$ cat src/rtl/motor_status_debouncer_pkg.sv
// Shared motor-controller types: the per-motor status word and fiber sizing.
package MCPkg;

    localparam int NUMBER_OF_MOTORS_PER_FIBER = 16;

    typedef struct packed {
        logic       OH_i;
        logic       StepPFail_i;
        logic [1:0] RawSwitches_b2;
    } motorsStatuses_t;

    localparam int MOTOR_STATUS_BITS = $bits(motorsStatuses_t);

endpackage

$ cat src/rtl/motor_status_debouncer_debounce_cell.sv
// One status bit: 2-FF synchroniser, tick-sampled stable counter, debounced output
// and a one-cycle toggle pulse registered alongside the output change.
module debounce_cell #(
    parameter int g_StableTicks = 5
) (
    input  logic Clk_ik,
    input  logic Reset_iran,
    input  logic Tick_i,
    input  logic Raw_i,
    output logic Debounced_o,
    output logic Toggle_o
);

    localparam int CNT_W = $clog2(g_StableTicks + 1);
    localparam logic [CNT_W-1:0] LAST_COUNT = CNT_W'(g_StableTicks - 1);

    logic             sync_meta;
    logic             sync_bit;
    logic [CNT_W-1:0] stable_cnt;

    // Any equal sample restarts the count, so only an uninterrupted run of differing samples flips the output.
    always_ff @(posedge Clk_ik or negedge Reset_iran) begin
        if (!Reset_iran) begin
            sync_meta   <= 1'b0;
            sync_bit    <= 1'b0;
            stable_cnt  <= '0;
            Debounced_o <= 1'b0;
            Toggle_o    <= 1'b0;
        end else begin
            sync_meta <= Raw_i;
            sync_bit  <= sync_meta;
            Toggle_o  <= 1'b0;
            if (Tick_i) begin
                if (sync_bit == Debounced_o) begin
                    stable_cnt <= '0;
                end else if (stable_cnt == LAST_COUNT) begin
                    Debounced_o <= ~Debounced_o;
                    Toggle_o    <= 1'b1;
                    stable_cnt  <= '0;
                end else begin
                    stable_cnt <= stable_cnt + 1'b1;
                end
            end
        end
    end

endmodule

$ cat src/rtl/motor_status_debouncer.sv
// Debounces every status bit of all motors on one fiber; the tick divider is shared
// by all cells and per-motor sticky flags record debounced transitions.
module motor_status_debouncer
    import MCPkg::*;
#(
    parameter int g_NumMotors   = NUMBER_OF_MOTORS_PER_FIBER,
    parameter int g_TickDivider = 40000,
    parameter int g_StableTicks = 5
) (
    input  logic                           Clk_ik,
    input  logic                           Reset_iran,
    input  motorsStatuses_t [1:g_NumMotors] RawStatus_ib,
    input  logic [g_NumMotors:1]           ClearChanged_ib,
    output motorsStatuses_t [1:g_NumMotors] debounced_motorStatus_ob,
    output logic [g_NumMotors:1]           Changed_ob,
    output logic                           Tick_o
);

    localparam int TICK_W = $clog2(g_TickDivider);
    localparam logic [TICK_W-1:0] TICK_LAST = TICK_W'(g_TickDivider - 1);

    if (MOTOR_STATUS_BITS != 4) begin : g_bad_status_width
        $error("motorsStatuses_t must be exactly 4 bits wide");
    end

    logic [TICK_W-1:0]                          tick_cnt;
    logic [1:g_NumMotors][MOTOR_STATUS_BITS-1:0] raw_flat;
    logic [1:g_NumMotors][MOTOR_STATUS_BITS-1:0] debounced_flat;
    logic [1:g_NumMotors][MOTOR_STATUS_BITS-1:0] motor_toggle;

    assign raw_flat                 = RawStatus_ib;
    assign debounced_motorStatus_ob = debounced_flat;
    assign Tick_o                   = (tick_cnt == TICK_LAST);

    always_ff @(posedge Clk_ik or negedge Reset_iran) begin
        if (!Reset_iran) begin
            tick_cnt <= '0;
        end else if (Tick_o) begin
            tick_cnt <= '0;
        end else begin
            tick_cnt <= tick_cnt + 1'b1;
        end
    end

    for (genvar m = 1; m <= g_NumMotors; m++) begin : g_motor
        for (genvar b = 0; b < MOTOR_STATUS_BITS; b++) begin : g_bit
            debounce_cell #(
                .g_StableTicks(g_StableTicks)
            ) u_cell (
                .Clk_ik      (Clk_ik),
                .Reset_iran  (Reset_iran),
                .Tick_i      (Tick_o),
                .Raw_i       (raw_flat[m][b]),
                .Debounced_o (debounced_flat[m][b]),
                .Toggle_o    (motor_toggle[m][b])
            );
        end
    end

    // A toggle in the same cycle as a clear must not be lost, so set takes priority.
    always_ff @(posedge Clk_ik or negedge Reset_iran) begin
        if (!Reset_iran) begin
            Changed_ob <= '0;
        end else begin
            for (int m = 1; m <= g_NumMotors; m++) begin
                if (|motor_toggle[m]) begin
                    Changed_ob[m] <= 1'b1;
                end else if (ClearChanged_ib[m]) begin
                    Changed_ob[m] <= 1'b0;
                end
            end
        end
    end

endmodule

$ cat config.mk
export PLATFORM = sky130hd
export DESIGN_NAME = motor_status_debouncer
export DESIGN_NICKNAME = d
export VERILOG_FILES = /design/src/rtl/motor_status_debouncer_pkg.sv /design/src/rtl/motor_status_debouncer_debounce_cell.sv /design/src/rtl/motor_status_debouncer.sv
export SDC_FILE = /design/constraint.sdc
export NUM_CORES = 1
export LEC_CHECK = 0
export ABC_AREA = 1
export BUFFER_PORTS_ARGS = -buffer_cell sky130_fd_sc_hd__buf_2
export CAP_MARGIN = 20
export CORE_ASPECT_RATIO = 0.8
export CORE_MARGIN = 3
export CORE_UTILIZATION = 55
export DETAILED_ROUTE_END_ITERATION = 10
export HOLD_SLACK_MARGIN = 0.08
export PLACE_DENSITY = 0.77
export SLEW_MARGIN = 20
export SYNTH_ARGS = -nofsm -noshare
export SYNTH_HDL_FRONTEND = slang
export SYNTH_SLANG_ARGS = --single-unit
$ cat constraint.sdc
create_clock -name Clk_ik -period 1.9 [get_ports Clk_ik]
set_clock_uncertainty 0.2 [all_clocks]
set_input_delay 0.095 -clock Clk_ik [delete_from_list [all_inputs] [get_ports Clk_ik]]
set_output_delay 0.095 -clock Clk_ik [all_outputs]
set_load 0.03 [all_outputs]
==> results of run 1 <==
==> logic make-up (layout without fill, tap and decap cells) <==
| family | Yosys count | count (layout) |
|---|---|---|
| buf+inv | 423 | 802 |
| simple gates | 927 | 927 |
| xor+xnor | 133 | 133 |
| other cells | 0 | 1 |
| flops | 480 | 480 |
| compound gates | 169 | 169 |
| fa+ha+maj | 129 | 129 |
==> routing by layer <==
layer,vias to the layer above,track usage [%]
li1,7891,-
met1,8520,32.3
met4,0,8.68
met5,-,0
met3,119,4.43
met2,590,42.9
==> sequential cells by signal (all words and copies together), names as in the netlist <==
name,cells
g_motor.g_bit.u_cell.sync_bit,64
Changed_ob,16
g_motor.g_bit.u_cell.sync_meta,64
g_motor.g_bit.u_cell.stable_cnt,192
g_motor.g_bit.u_cell.Toggle_o,64
g_motor.g_bit.u_cell.Debounced_o,64
tick_cnt,16
==> cell usage in the layout (no fill, tap or decap), types with 92 or more instances in the layout <==
master,count
nand4_1,128
xor2_1,104
nand3_1,116
dfrtp_1,480
inv_1,290
ha_1,128
nor2_1,132
nand2_1,439
dlygate4sd3_1,161
o21ai_1,92
buf_2,160
==> per-stage QoR <==
stage                     worst slack (ps)  cell area, sq um  cells
after floorplan                        117             21800   2261
after global placement                2.22             23100   2875
after detailed placement             -78.5             23100   2875
after CTS                             -176             26500   3135
after global routing                  -309             27300   3169
final                                 -236             27300   3169
==> power breakdown <==
part / internal [uW] / leakage (uW) / switching, uW
clock network: 5210 / 0.000733 / 3970
logic: 363 / 0.00694 / 403
registers: 10400 / 0.00640 / 74.2
==> repair_timing <==
action                                  CTS  global route
cloned                                    4            20
buffers inserted                         12            14
pin swaps                                 8             8
endpoints found under the setup margin  194           331
endpoints found under the hold margin   560            16
resized for setup                        28           109
hold buffers                            161             1
==> path summary, 6_finish.rpt <==
kind	end	cells past startpoint
setup / recovery	g_motor[15].g_bit[0].u_cell.Debounced_o	12
hold / removal	Changed_ob[15]	3
setup reg to reg	g_motor[15].g_bit[0].u_cell.Debounced_o	12
hold reg to reg	g_motor[14].g_bit[0].u_cell.sync_bit	0
max in group asynchronous	Changed_ob[12]	4
min in group asynchronous	g_motor[1].g_bit[3].u_cell.stable_cnt[1]	4
==> worst max-delay path, stage by stage (launching register included) <==
cell	delay (ps)
dfrtp_1	360
ha_2	200
buf_4	110
nand2_1	70
nor2_2	170
nand3_2	110
nor2_4	150
buf_4	170
buf_12	150
buf_12	140
nand2_1	60
nand2_1	70
nand2_1	50
==> layout make-up <==
cell class	count	area (sq um)
repair inverters	2	36.3
flip-flops and latches	480	12000
multi-input cells	1358	8010
well taps	528	661
clock buffers	67	1310
inverters	295	1130
repair buffers	422	3940
clock inverters	16	176
fillers	2624	11400
diodes	1	2.50
==> key figures, run 1 <==
Outcome
  – Status: finished, violations left
  – Failing checks: setup timing

Power
  – Pleak: 0.0141 uW
  – Tot Pwr: 20400 uW
  – Worst VDD drop: 0.000583 V
  – PD cells: 747 nW/um^2

Timing
  – Tcrit/Tclk final: 112%
  – Setup Viol. Count Final: 259
  – Worst hold slack: 104 ps
  – Worst slew margin: 53.7%
  – Final setup margin: -236 ps
  – Fmax: 468 MHz
  – Slew Limit Fails: 0
  – RSZ-0062 raised after global routing: true
  – Setup TNS: -41710 ps
  – Crit path time final: 2140 ps
  – Final Hold Violating Endpoints: 0
  – Worst-Margin Slew: 692 ps

GRT
  – First-pass GRT wire length: 86200 um
  – Largest net degree at the start of global routing: 87
  – Grt ovf: 0
  – Gr usage total: 25.0%
  – Initial antenna violation count: 1
  – Vias in the first global route: 17500

Synth
  – Warnings from Yosys: 0
  – Main combinational cell family by area after synthesis: simple AND/OR/NAND/NOR gates
  – Ranking of synthesized cells by area: dfrtp_1 55%, nand2_1 7.6%, ha_1 7.4%
  – Register area share after synthesis: 55.1%
  – Post-Synth XOR/XNOR Area: 5.35%
  – Prevailing post-synth register cell: dfrtp_1
  – #FFs+latches synth: 480
  – Area leader, netlist: dfrtp_1
  – Syn_area_per_cell: 9.64 sq um
  – EDFF count, synth: 0
  – Adder-Cell Fraction of Synth Area: 7.41%
  – Top-area cell type share of the netlist area: 55.1%
  – Synth Area in Simple Gates: 19.1%
  – Cell Area, Synth: 21800 sq um
  – Unique masters post-synth: 24
  – Most frequent cells after synthesis: 480 x dfrtp_1, 444 x nand2_1, 291 x inv_1
  – Async SR Flop Fraction: 100%
  – Cells after Synth: 2261
  – Compound-Gate Fraction of Synth Area: 3.89%
  – Count leader, synth: dfrtp_1
  – Mapped Nets: 2472
  – Post-synthesis mux area share: 0%

Floorplanning
  – Die footprint: 42100 sq um
  – Height of the die: 184 um
  – I/O pin count: 163
  – Initial Utilization: 56.3%
  – Core Box Area: 38700 sq um
  – Die Wd: 229 um
  – Row count: 64

Route
  – Met2 WL: 27400 um
  – DRT iter0 DRCs: 1513
  – Post-route ant nets: 0
  – Max layer used: met4
  – Post-DR vias/cell: 5.40
  – 1st-pass router iterations: 6
  – DRC viols: 0
  – Met3 wire len: 3280 um
  – Wirelength, routed: 55100 um
  – Post-DR wirelength/cell: 17.4 um
  – Routed vias: 17100
  – DRT met1 WL: 22900 um

Clock network
  – Root Driver: clkbuf_16
  – CTS Buf Count: 46
  – Clock transition at the registers of the reported paths: 70 ps
  – TritonCTS clock tree: yes
  – Worst-Skew Late Latency: 570 ps
  – Num Clock Sinks: 480
  – Htree depth: 2
  – Clk buf depth: 3

Final layout
  – Layout Nets: 2816
  – P&R area growth vs syn: 25.2%
  – Share of cells above drive strength 1: 14.9%
  – Final core utilization: 70.5%

Critical path
  – Worst setup SP type: flip-flop
  – R2R Path Start: tick_cnt[0]
  – Flop2flop setup slack: -240 ps
  – Critical path type: reg -> reg
  – CP Max Fanout: 10
  – Crit path from: tick_cnt[0]
  – CP endpoint kind: flip-flop
  – Critical path arrival: 2390 ps
  – CP required: 2150 ps

Placed design
  – DPL Wire Length: 31800 um
  – I/O Buffers: 162
  – GPL Wtd Cong: 0.854

Worst hold path
  – Hold_sp: ClearChanged_ib[15]
  – Hold Crit Class: in -> reg

Job
  – Max capacitance violation total: 0
(Power assumes the default switching activity.)
==> run 2, diff against run 1 <==
--- a/config.mk
+++ b/config.mk
@@ -6,15 +6,16 @@
 export NUM_CORES = 1
 export LEC_CHECK = 0
 export ABC_AREA = 1
-export BUFFER_PORTS_ARGS = -buffer_cell sky130_fd_sc_hd__buf_2
+export BUFFER_PORTS_ARGS = -buffer_cell sky130_fd_sc_hd__clkbuf_2
 export CAP_MARGIN = 20
 export CORE_ASPECT_RATIO = 0.8
 export CORE_MARGIN = 3
 export CORE_UTILIZATION = 55
+export CTS_CLUSTER_SIZE = 20
 export DETAILED_ROUTE_END_ITERATION = 10
 export HOLD_SLACK_MARGIN = 0.08
 export PLACE_DENSITY = 0.77
-export SLEW_MARGIN = 20
+export SLEW_MARGIN = 10
 export SYNTH_ARGS = -nofsm -noshare
 export SYNTH_HDL_FRONTEND = slang
 export SYNTH_SLANG_ARGS = --single-unit
==> run 2 against run 1 <==
Compared with the run above: the flow still finishes with violations (setup timing); via count is 0.11% lower; largest cell class unchanged; die area is the same; flip-flop and latch count unchanged; register-to-register slack lost 40 ps; combinational power rose by 2%; sequential share of layout area is 0.11 points lower.
==> key figures, run 2 (synthesized netlist as in run 1, its figures left out) <==
GRT
  – Gr usage total: 25.1%
  – Grt ovf: 0
  – First-pass GRT wire length: 86500 um
  – Largest net degree at the start of global routing: 72
  – Vias in the first global route: 17400
  – Initial antenna violation count: 0

Final layout
  – Fill count: 2575
  – Most common cell after layout, fill and taps aside: dfrtp_1
  – Largest Register: g_motor.g_bit.u_cell.stable_cnt
  – Layout Nets: 2813
  – Share of cells above drive strength 1: 14.7%
  – Diode count: 0
  – Max FFs per register: 192
  – P&R area growth vs syn: 25.5%
  – Final core utilization: 70.7%
  – Most frequent cells in the layout: 479 x dfrtp_1, 436 x nand2_1, 290 x inv_1
  – Final non-filler cell total: 3166

Clock network
  – Htree depth: 2
  – Clk buf depth: 3
  – CTS Buf Count: 47
  – Worst-Skew Late Latency: 560 ps
  – Root Driver: clkbuf_16
  – Clock transition at the registers of the reported paths: 70 ps
  – Num Clock Sinks: 480
  – TritonCTS clock tree: yes

Route
  – Post-DR vias/cell: 5.40
  – 1st-pass router iterations: 7
  – DRT iter0 DRCs: 1466
  – Post-route ant nets: 0
  – Post-DR wirelength/cell: 17.5 um
  – DRC viols: 0
  – Wirelength, routed: 55500 um
  – Routed vias: 17100

Timing
  – Tcrit/Tclk final: 114%
  – Setup TNS: -44270 ps
  – Setup Viol. Count Final: 275
  – Crit path time final: 2170 ps
  – Worst slew margin: 61.4%
  – Slew Limit Fails: 0
  – Final Hold Violating Endpoints: 0
  – Final setup margin: -274 ps
  – RSZ-0062 raised after global routing: true
  – Fmax: 460 MHz
  – Worst-Margin Slew: 574 ps

Critical path
  – CP required: 2160 ps
  – Crit-path max cell delay: 430 ps
  – Worst setup SP type: flip-flop
  – CP delay by family, top: buffers and inverters
  – CP Max Fanout: 6
  – CP Buf/Inv Count: 4
  – Critical path type: reg -> reg
  – Crit path cell chain: ha_4 > buf_6 > nand2_4 > nor2_4 > nand3_2 > nor2_4 > buf_4 > clkbuf_16 > clkbuf_16 > nand3_1 > o21ai_1
  – CP max-delay cell: dfrtp_1
  – CP endpoint kind: flip-flop
  – Critical path arrival: 2440 ps

Placed design
  – # placed instances: 2882
  – Setup WS pre-CTS: -94.0 ps
  – I/O Buffers: 162
  – GPL Wtd Cong: 0.839
  – DPL Wire Length: 31900 um

Outcome
  – Failing checks: setup timing
  – Status: finished, violations left

Power
  – PD cells: 770 nW/um^2
  – Pleak: 0.0141 uW
  – Worst VDD drop: 0.000698 V

Floorplanning
  – Initial Utilization: 56.3%
  – Core Box Area: 38700 sq um
  – Die footprint: 42100 sq um
  – Row count: 64
  – I/O pin count: 163
  – Die Wd: 229 um
  – Height of the die: 184 um

Job
  – Max capacitance violation total: 0

Worst hold path
  – Hold Crit Class: in -> reg
## run 2: worst paths after layout
| check | start | endpoint | slack [ps] | cells past startpoint |
|---|---|---|---|---|
| setup / recovery | tick_cnt[0] | g_motor[4].g_bit[2].u_cell.stable_cnt[1] | -270 | 11 |
| hold / removal | ClearChanged_ib[14] | Changed_ob[14] | 100 | 3 |
| setup reg to reg | tick_cnt[0] | g_motor[4].g_bit[2].u_cell.stable_cnt[1] | -270 | 11 |
| hold reg to reg | g_motor[1].g_bit[0].u_cell.sync_meta | g_motor[1].g_bit[0].u_cell.sync_bit | 140 | 0 |
| max in group asynchronous | Reset_iran | g_motor[10].g_bit[3].u_cell.sync_bit | 340 | 5 |
| min in group asynchronous | Reset_iran | g_motor[5].g_bit[3].u_cell.Debounced_o | 420 | 3 |
## run 2: cell type report
| type | count | area [sq um] | share of cell area, % |
|---|---|---|---|
| Sequential cell | 480 | 12000 | 43.9 |
| Multi-Input combinational cell | 1358 | 7980 | 29.2 |
| Timing Repair Buffer | 420 | 3940 | 14.4 |
| Clock buffer | 62 | 1370 | 4.99 |
| Inverter | 295 | 1120 | 4.10 |
| Tap cell | 528 | 661 | 2.42 |
| Clock inverter | 23 | 277 | 1.01 |
## run 2: timing repair
item,CTS,global route
buffers inserted,11,9
pin swaps,5,8
resized for setup,53,65
hold buffers,158,0
hold endpoints to repair,560,0
endpoints found under the setup margin,277,311
cloned,6,18
## run 2: routing by layer
| metal | vias to the layer above | global-route usage [%] | share of wire [%] |
|---|---|---|---|
| li1 | 7902 | - | - |
| met1 | 8431 | 32.1 | 41 |
| met2 | 620 | 43.3 | 49 |
| met3 | 149 | 4.77 | 6.5 |
| met4 | 0 | 8.28 | 3.1 |
| met5 | - | 0 | 0 |
## run 2: metrics by stage
| step | area, sq um | power (uW) | hold slack, ps |
|---|---|---|---|
| floorplan | 21800 | 10700 | -401 |
| global placement | 23100 | 11100 | -147 |
| detailed placement | 23100 | 11100 | -142 |
| CTS | 26700 | 21200 | 84.6 |
| global route | 27300 | 21800 | 111 |
| finish | 27300 | 21100 | 97.3 |
## run 2: power by group
part	switching (uW)	internal, uW
clock	3980	5870
combinational	409	368
sequential	72.1	10400
## run 2: worst reg2reg max path, stage by stage (launching register included)
cell       delay, ps
dfrtp_1          430
ha_4             180
buf_6            100
nand2_4           50
nor2_4           130
nand3_2          100
nor2_4           160
buf_4            160
clkbuf_16        170
clkbuf_16        150
nand3_1          100
o21ai_1          140
==> run 3, diff against run 2 <==
--- a/config.mk
+++ b/config.mk
@@ -10,12 +10,12 @@
 export CAP_MARGIN = 20
 export CORE_ASPECT_RATIO = 0.8
 export CORE_MARGIN = 3
-export CORE_UTILIZATION = 55
+export CORE_UTILIZATION = 50
+export CTS_BUF_LIST = sky130_fd_sc_hd__clkbuf_16
 export CTS_CLUSTER_SIZE = 20
 export DETAILED_ROUTE_END_ITERATION = 10
 export HOLD_SLACK_MARGIN = 0.08
-export PLACE_DENSITY = 0.77
-export SLEW_MARGIN = 10
+export PLACE_DENSITY = 0.71
 export SYNTH_ARGS = -nofsm -noshare
 export SYNTH_HDL_FRONTEND = slang
 export SYNTH_SLANG_ARGS = --single-unit
==> run 3 against run 2 <==
Compared with the run above: first-iteration DRC count fell by 18%; critical endpoint is now Tick_o; maximum frequency barely moved; the flow still finishes with violations (setup timing); utilization fell by 1.2 points; critical path type is now reg -> out; flip-flop and latch count did not move.
==> key figures, run 3 (synthesized netlist as in run 1, its figures left out) <==
Power
  – Pleak: 0.0150 uW
  – PD cells: 717 nW/um^2
  – Comb pwr share: 3.9%
  – Flop pwr share: 49.3%
  – Tot Pwr: 21200 uW
  – Switching part of the total: 22.0%
  – Sw Pwr: 4650 uW
  – Clock Power Share: 46.8%
  – Internal power: 16500 uW
  – Worst VDD drop: 0.000731 V

GRT
  – Met2 Track Usage GR: 40.5%
  – Vias in the first global route: 17500
  – Gr usage total: 23.4%
  – Initial antenna violation count: 0
  – First-pass GRT wire length: 87100 um
  – Fraction of met1 tracks used by global routing: 30.2%
  – Largest net degree at the start of global routing: 87
  – Met3 usage: 4.10%
  – Gr busiest metal: met2
  – Grt ovf: 0

Clock network
  – Clk buf depth: 3
  – Root Driver: clkbuf_16
  – TritonCTS clock tree: yes
  – Htree depth: 2
  – Worst-Skew Late Latency: 590 ps
  – CTS Buf Count: 48
  – Clock transition at the registers of the reported paths: 70 ps
  – Num Clock Sinks: 480

Final layout
  – Max FFs per register: 192
  – Share of cells above drive strength 1: 23.4%
  – Largest Register: g_motor.g_bit.u_cell.stable_cnt
  – Most common cell after layout, fill and taps aside: dfrtp_1
  – Diode count: 0
  – Most frequent cells in the layout: 480 x dfrtp_1, 382 x nand2_1, 293 x inv_1
  – Cell area after layout: 29500 sq um
  – Final non-filler cell total: 3248
  – Layout Nets: 2871
  – P&R area growth vs syn: 35.3%

Timing
  – Slew Limit Fails: 0
  – Worst-Margin Slew: 731 ps
  – Setup Viol. Count Final: 275
  – Final Hold Violating Endpoints: 0
  – Tcrit/Tclk final: 114%
  – Crit path time final: 2170 ps
  – RSZ-0062 raised after global routing: true
  – Final setup margin: -274 ps
  – Setup TNS: -34220 ps
  – Fmax: 460 MHz
  – Worst slew margin: 50.9%

Route
  – Routed vias: 17400
  – DRT iter0 DRCs: 1199
  – DRC viols: 0
  – 1st-pass router iterations: 8
  – Wirelength, routed: 58700 um
  – Post-DR wirelength/cell: 18.1 um
  – Post-route ant nets: 0
  – Post-DR vias/cell: 5.36

Placed design
  – # placed instances: 2913
  – DP Area: 23300 sq um
  – I/O Buffers: 162
  – DPL Wire Length: 31400 um
  – GPL Wtd Cong: 0.836
  – Setup WS pre-CTS: -109 ps

Worst hold path
  – Hold Crit Class: reg -> reg

Floorplanning
  – Die footprint: 46100 sq um
  – Initial Utilization: 51.4%
  – I/O pin count: 163
  – Height of the die: 193 um
  – Row count: 67
  – Die Wd: 239 um
  – Core Box Area: 42400 sq um

Outcome
  – Failing checks: setup timing
  – Status: finished, violations left

Critical path
  – CP required: 1600 ps
  – Worst setup SP type: flip-flop
  – Critical path type: reg -> out
  – CP Max Fanout: 2
  – Critical path arrival: 1880 ps
  – CP endpoint kind: output port

Job
  – Max capacitance violation total: 0
[run 3: metal layers]
| layer | vias to the layer above | wire length (um) |
|---|---|---|
| met5 | - | 0 |
| met2 | 555 | 29500 |
| li1 | 8030 | - |
| met3 | 147 | 3450 |
| met1 | 8665 | 24100 |
| met4 | 0 | 1700 |
[run 3: final timing paths]
path	startpoint	endpoint	slack, ps	cells after the start
min	g_motor[14].g_bit[2].u_cell.sync_meta	g_motor[14].g_bit[2].u_cell.sync_bit	150	0
max reg2reg	tick_cnt[13]	g_motor[9].g_bit[3].u_cell.Debounced_o	-240	13
max in group asynchronous	Reset_iran	g_motor[8].g_bit[0].u_cell.stable_cnt[2]	510	4
min in group asynchronous	Reset_iran	g_motor[5].g_bit[2].u_cell.sync_meta	510	4
min reg2reg	g_motor[14].g_bit[2].u_cell.sync_meta	g_motor[14].g_bit[2].u_cell.sync_bit	150	0
max	tick_cnt[8]	Tick_o	-270	7
[run 3: final cells by class]
cell class                      count  area, sq um
Multi-Input combinational cell   1358         9080
Clock inverter                     37          384
Fill cell                        2901        12900
Clock buffer                       49         1230
Inverter                          295         1120
Tap cell                          552          691
Sequential cell                   480        12000
Timing Repair Buffer              477         4970
[run 3: metrics by stage]
| step | utilization (%) | hold WS (ps) |
|---|---|---|
| after floorplan | - | -401 |
| after global placement | 55.0 | -188 |
| after detailed placement | 55.0 | -194 |
| after CTS | 65.2 | 145 |
| after global routing | 69.5 | 151 |
| final | 69.5 | 147 |
[run 3: critical path, stage by stage, from the launching register on]
cell and delay [ps]:
dfrtp_1 420, nor2_2 190, nand2_2 100, nor2_4 160, nand2_4 90, inv_8 80, buf_12 110, clkbuf_16 140
[run 3: power groups by stage]
stage	sequential (uW)	combinational [uW]	clock [uW]
6_report	10400	821	9910
5_1_grt	10400	910	10500
4_1_cts	10400	781	10000
3_5_place_dp	10600	513	0
3_3_place_gp	10600	506	0
2_1_floorplan	10600	119	0
[run 3: timing repair]
action | CTS | global route
setup buffers | 40 | 22
resized for setup | 63 | 371
setup endpoints to repair | 263 | 309
hold buffers | 163 | 0
pin swaps | 16 | 43
gates cloned | 17 | 23
hold endpoints to repair | 560 | 0
